`config.mk`:
```
export PLATFORM = sky130hd
export DESIGN_NAME = sequence_gen_flat
export DESIGN_NICKNAME = d
export VERILOG_FILES = /design/src/rtl/seq_pkg.sv /design/src/rtl/sequence_gen_if.sv /design/src/rtl/sequence_gen.sv /design/src/flat_wrapper.sv
export SDC_FILE = /design/constraint.sdc
export NUM_CORES = 1
export LEC_CHECK = 0
export ABC_CLOCK_PERIOD_IN_PS = 1800
export CORE_ASPECT_RATIO = 0.6
export CORE_MARGIN = 5
export CORE_UTILIZATION = 33
export DETAILED_ROUTE_END_ITERATION = 12
export REMOVE_ABC_BUFFERS = 1
export SYNTH_ARGS = -nofsm -noshare
export SYNTH_HDL_FRONTEND = slang
export SYNTH_SLANG_ARGS = --single-unit
```
`constraint.sdc`:
```
create_clock -name sysClk -period 1.8 [get_ports sysClk]
set_input_delay 0.27 -clock sysClk [delete_from_list [all_inputs] [get_ports sysClk]]
set_output_delay 0.27 -clock sysClk [all_outputs]
set_load 0.005 [all_outputs]
```
`src/rtl/seq_pkg.sv`:
```
// seq_pkg: shared encodings for the serial sequence generator and detectors.
package seq_pkg;
   typedef enum logic [2:0] {
      IDLE  = 3'b000,
      SHIFT = 3'b001,
      GAP   = 3'b010,
      DONE  = 3'b011
   } seqState_t;
   localparam logic SEQ_IDLE = 1'b1;
endpackage

```
`src/rtl/sequence_gen_if.sv`:
```
// sequence_gen_if: control/serial bundle between register block, generator and consumer.
interface sequence_gen_if #(parameter int PAT_W = 8, parameter int CNT_W = 4);
   localparam int LEN_W = $clog2(PAT_W + 1);
   logic             startH;
   logic [PAT_W-1:0] patIn;
   logic [LEN_W-1:0] lenIn;
   logic [CNT_W-1:0] repIn;
   logic [CNT_W-1:0] gapIn;
   logic             sigA;
   logic             busyAH;
   logic             doneAH;
   modport master (output startH, patIn, lenIn, repIn, gapIn, input sigA, busyAH, doneAH);
   modport slave  (input startH, patIn, lenIn, repIn, gapIn, output sigA, busyAH, doneAH);
endinterface

```
`src/rtl/sequence_gen.sv`:
```
// sequence_gen: MSB-first serial pattern transmitter with repeat count and idle gaps.
module sequence_gen
   import seq_pkg::*;
#(
   parameter int PAT_W = 8,
   parameter int CNT_W = 4
) (
   input logic           sysClk,
   input logic           resetL,
   sequence_gen_if.slave bus
);
   localparam int LEN_W = $clog2(PAT_W + 1);
   localparam int IDX_W = PAT_W > 1 ? $clog2(PAT_W) : 1;
   localparam logic [LEN_W-1:0] MAX_LEN = LEN_W'(PAT_W);
   seqState_t        state, stateNext;
   logic [PAT_W-1:0] patLat;
   logic [LEN_W-1:0] lenLat, lenClamp;
   logic [CNT_W-1:0] gapLat, repCnt, gapCnt;
   logic [IDX_W-1:0] bitCnt, bitFirst, bitFirstIn;
   logic             lastBit;
   assign lenClamp   = bus.lenIn > MAX_LEN ? MAX_LEN : bus.lenIn;
   assign bitFirst   = IDX_W'(lenLat - 1'b1);
   assign bitFirstIn = IDX_W'(lenClamp - 1'b1);
   assign lastBit    = bitCnt == '0;
   always_ff @(posedge sysClk or negedge resetL)
      if (!resetL) state <= IDLE;
      else         state <= stateNext;
   always_comb begin
      stateNext = state;
      case (state)
         IDLE:    if (bus.startH) stateNext = lenClamp == '0 ? DONE : SHIFT;
         SHIFT:   if (lastBit) stateNext = repCnt == '0 ? DONE : gapLat != '0 ? GAP : SHIFT;
         GAP:     if (gapCnt == '0) stateNext = SHIFT;
         DONE:    stateNext = IDLE;
         default: stateNext = IDLE;
      endcase
   end
   // Outputs are registered from the current state, so they trail it by one cycle.
   always_ff @(posedge sysClk or negedge resetL) begin
      if (!resetL) begin
         patLat     <= '0;
         lenLat     <= '0;
         gapLat     <= '0;
         repCnt     <= '0;
         gapCnt     <= '0;
         bitCnt     <= '0;
         bus.sigA   <= SEQ_IDLE;
         bus.busyAH <= 1'b0;
         bus.doneAH <= 1'b0;
      end else begin
         bus.sigA   <= state == SHIFT ? patLat[bitCnt] : SEQ_IDLE;
         bus.busyAH <= state == SHIFT || state == GAP;
         bus.doneAH <= state == DONE;
         case (state)
            IDLE: if (bus.startH) begin
               patLat <= bus.patIn;
               lenLat <= lenClamp;
               gapLat <= bus.gapIn;
               repCnt <= bus.repIn;
               bitCnt <= bitFirstIn;
            end
            SHIFT: if (!lastBit) bitCnt <= bitCnt - 1'b1;
            else if (repCnt != '0) begin
               repCnt <= repCnt - 1'b1;
               gapCnt <= gapLat - 1'b1;
               bitCnt <= bitFirst;
            end
            GAP: if (gapCnt == '0) bitCnt <= bitFirst;
            else gapCnt <= gapCnt - 1'b1;
            default: ;
         endcase
      end
   end
endmodule

```
`src/flat_wrapper.sv`:
```
// flat-port wrapper written by rule: the top's interface ports become plain ports
module sequence_gen_flat import seq_pkg::*;
#(
   parameter int PAT_W = 8,
   parameter int CNT_W = 4
)
  (sysClk, resetL, bus_startH, bus_patIn, bus_lenIn, bus_repIn, bus_gapIn, bus_sigA, bus_busyAH, bus_doneAH);
  sequence_gen_if #(.PAT_W(PAT_W), .CNT_W(CNT_W)) bus_i ();
  input logic sysClk;
  input logic resetL;
  input wire logic [$bits(bus_i.startH)-1:0] bus_startH;
  input wire logic [$bits(bus_i.patIn)-1:0] bus_patIn;
  input wire logic [$bits(bus_i.lenIn)-1:0] bus_lenIn;
  input wire logic [$bits(bus_i.repIn)-1:0] bus_repIn;
  input wire logic [$bits(bus_i.gapIn)-1:0] bus_gapIn;
  output wire logic [$bits(bus_i.sigA)-1:0] bus_sigA;
  output wire logic [$bits(bus_i.busyAH)-1:0] bus_busyAH;
  output wire logic [$bits(bus_i.doneAH)-1:0] bus_doneAH;
  assign bus_i.startH = bus_startH;
  assign bus_i.patIn = bus_patIn;
  assign bus_i.lenIn = bus_lenIn;
  assign bus_i.repIn = bus_repIn;
  assign bus_i.gapIn = bus_gapIn;
  assign bus_sigA = bus_i.sigA;
  assign bus_busyAH = bus_i.busyAH;
  assign bus_doneAH = bus_i.doneAH;
  sequence_gen #(.PAT_W(PAT_W), .CNT_W(CNT_W)) u_core (.sysClk(sysClk), .resetL(resetL), .bus(bus_i));
endmodule
```
==> impl_metrics.csv <==
group,metric,value,unit
setup_path,worstPathArrival,1.99,ns
outcome,outcome,"completed",
power_and_ir_drop,p_leak,0.00112,uW
clock_network,cts.sinks,31,
clock_network,clk-insertion-delay-late,0.28,ns
sta,slew_violations,0,
floorplanning,core_area,5150,um^2
floorplanning,die_h,66.9,um
synth,yosysSeqAreaShare,0.436,
global_routing,overflow,0,
floorplanning,rows,20,
drt,first_pass_iters,4,
setup_path,cp_cell_sequence,"inv_2 -> ha_2 -> buf_6 -> buf_4 -> mux2i_1 -> ha_2 -> nand2b_1 -> a21oi_1 -> a21oi_1",
floorplanning,die_w,105,um
drt,num_vias,1470,
setup_path,crit_path_max_fanout,7,
global_routing,grt.total_usage,0.131,
finish,final-seq-area,777,um^2
floorplanning,io_pins,26,
finish,fin_area,2620,um^2
setup_path,worstPathRequired,2.00,ns
synth,synthesis.instances,167,
global_routing,grt_antenna_before_repair,0,
synth,yosys-top-cells-area,"dfrtp_1, mux2_2, ha_1",
power_and_ir_drop,p_total,4900,uW
synth,yosys_warnings,0,
global_routing,first_global_vias,1436,
synth,yosysTopAreaCell,"dfrtp_1",
clock_network,cts_tree,"yes",
sta,max_freq,558,MHz
synth,syn_area_per_cell,10.7,um^2
power_and_ir_drop,power_density,1870,nW/um^2
sta,fin_tns_setup,0,ns
drt,ant_nets,0,
setup_path,slowest_stage,"dfrtp_1",
finish,syn2layout_area_growth,47.2,%
finish,layout-drive-gt1-share,0.363,
drt,routed_via_density,4.90,
hold_path,hp-class,"input port to async pin",
sta,hold_violations,0,
setup_path,endpoint_kind,"register",
clock_network,numCtsBuffers,5,
sta,slew_headroom,0.721,
sta,tightest_slew,0.419,ns
setup_path,critical_path_class,"register to register",
floorplanning,initial_core_util,0.346,
floorplanning,fp.dieArea,7020,um^2
drt,drc,0,
sta,setup_viol,0,
sta,clock_skew,0.00676,ns
global_routing,grt_max_degree,32,
placement,gp_congestion,0.806,
sta,min_period,1.79,ns
setup_path,start_kind,"register",
clock_network,hold_buffers,0,
synth,synth_top_area_frac,0.421,
sta,fin_crit_sh,0.996,
job,cap_violations,0,
clock_network,ctsRootBufferMaster,"clkbuf_8",
drt,wirelength,4290,um
synth,syn_area,1780,um^2
placement,placed_cell_area,2390,um^2
synth,ys_async_sr_fraction,1.00,
finish,diodes,0,
sta,rsz0062_at_grt,"yes",
drt,wl_per_cell,14.3,um
power_and_ir_drop,peakVddDrop,0.801,mV
synth,yosys.cell_types.count,38,
synth,synth_edf_count,0,
synth,synth_most_common_cell,"dfrtp_1",
finish,fillers,467,
synth,ys.flop_type,"dfrtp_1",
finish,fin_nets,266,
sta,hold_ws,0.381,ns
clock_network,cts_max_level,2,
placement,io_buffers,25,
setup_path,critPathMaxStageDelay,0.40,ns
synth,synthTopCellsByCount,"dfrtp_1, mux2_2, nand2b_1, inv_1, o21ai_0",
global_routing,grt_pass1_wl,7130,um
drt,drt_iter0_drc,54,
clock_network,clkTransAtPathRegs,0.07,ns
synth,ys_ff_latch,31,
finish,multiInputGateArea,1050,um^2
placement,dp_hpwl,3260,um
clock_network,clockBufferDepth,2,
-- flip-flops by register name (all words and copies together) (netlist names) --
| register | cells |
|---|---|
| u_core.state | 2 |
| u_core.lenLat | 3 |
| u_core.bus.sigA | 1 |
| u_core.bus.busyAH | 1 |
| u_core.gapLat | 4 |
| u_core.bus.doneAH | 1 |
| u_core.patLat | 8 |
| u_core.bitCnt | 3 |
| u_core.gapCnt | 4 |
| u_core.repCnt | 4 |
-- metrics by stage --
step                 util  setup slack [ns]  instances
floorplan               -           -0.0707        163
global placement    0.464           -0.0757        291
detailed placement  0.464           -0.0986        291
CTS                 0.488           0.00267        299
global route        0.509           -0.0994        300
finish              0.509           0.00655        300
-- cells by family (layout without fill, tap and decap cells) --
kind of cell | count (synthesis) | after routing | share of synthesized area
AO/OA/AOI/OAI | 39 | 39 | 0.146
XOR/XNOR | 2 | 2 | 0.00983
adder cells (fa/ha/maj) | 10 | 10 | 0.0702
buffers and inverters | 16 | 83 | 0.0337
flip-flops | 31 | 31 | 0.436
multiplexers | 24 | 24 | 0.162
AND/OR/NAND/NOR | 45 | 45 | 0.142
-- timing repair --
item / CTS / global route
setup buffers: 0 / 1
gates resized for setup: 4 / 22
pin swaps: 2 / 3
setup endpoints to repair: 2 / 13
cloned: 0 / 0
-- power by group --
part / internal (uW) / switching [uW]
sequential: 1060 / 265
clock: 448 / 271
combinational: 1620 / 1240
total: 3130 / 1770
-- worst paths after layout --
kind / from / end / slack, ns / cells past startpoint
min reg2reg: u_core.lenLat[1] / u_core.lenLat[1] / 0.48 / 2
min: resetL / u_core.repCnt[3] / 0.38 / 2
min in group sysClk: u_core.lenLat[1] / u_core.lenLat[1] / 0.48 / 2
max reg2reg: u_core.state[0] / u_core.gapCnt[2] / 0.007 / 9
max in group asynchronous: resetL / u_core.bus.sigA / 1.09 / 2
max: u_core.state[0] / u_core.gapCnt[2] / 0.007 / 9
-- worst max-delay path: cells and delay by family (launching register included) --
family                     cells  cell delay, ns
buffers and inverters          3            0.37
DFF                            1            0.40
muxes                          1            0.21
adders and majority gates      2            0.42
AOI/OAI and AO/OA              2            0.20
and+or+nand+nor                1            0.10
-- placed cells by master, fill, tap and decap left out, types with 6 or more instances in the layout --
cell and count:
nand2_1 9, inv_1 10, o21ai_0 11, a21oi_1 8, mux2_2 15, clkbuf_8 6, nand2b_1 13, dfrtp_1 30
clkdlybuf4s50_1 25, buf_4 36
-- layer usage --
metal	global-route usage	up-vias	routed length (um)	part of all wire
met1	0.195	693	2360	0.55
met5	0	-	0	0
met2	0.178	27	1670	0.39
met3	0.0407	4	220	0.051
met4	0.0383	0	37	0.0086
li1	-	746	-	-
-- area by class of cell --
| class | instances | area share |
|---|---|---|
| clock buffers | 6 | 0.0315 |
| clock inverters | 2 | 0.0134 |
| inverters | 12 | 0.0172 |
| multi-input cells | 120 | 0.400 |
| flip-flops and latches | 31 | 0.296 |
| well taps | 66 | 0.0315 |
| repair buffers | 63 | 0.210 |
No activity file was read; power rests on OpenSTA's default activity.
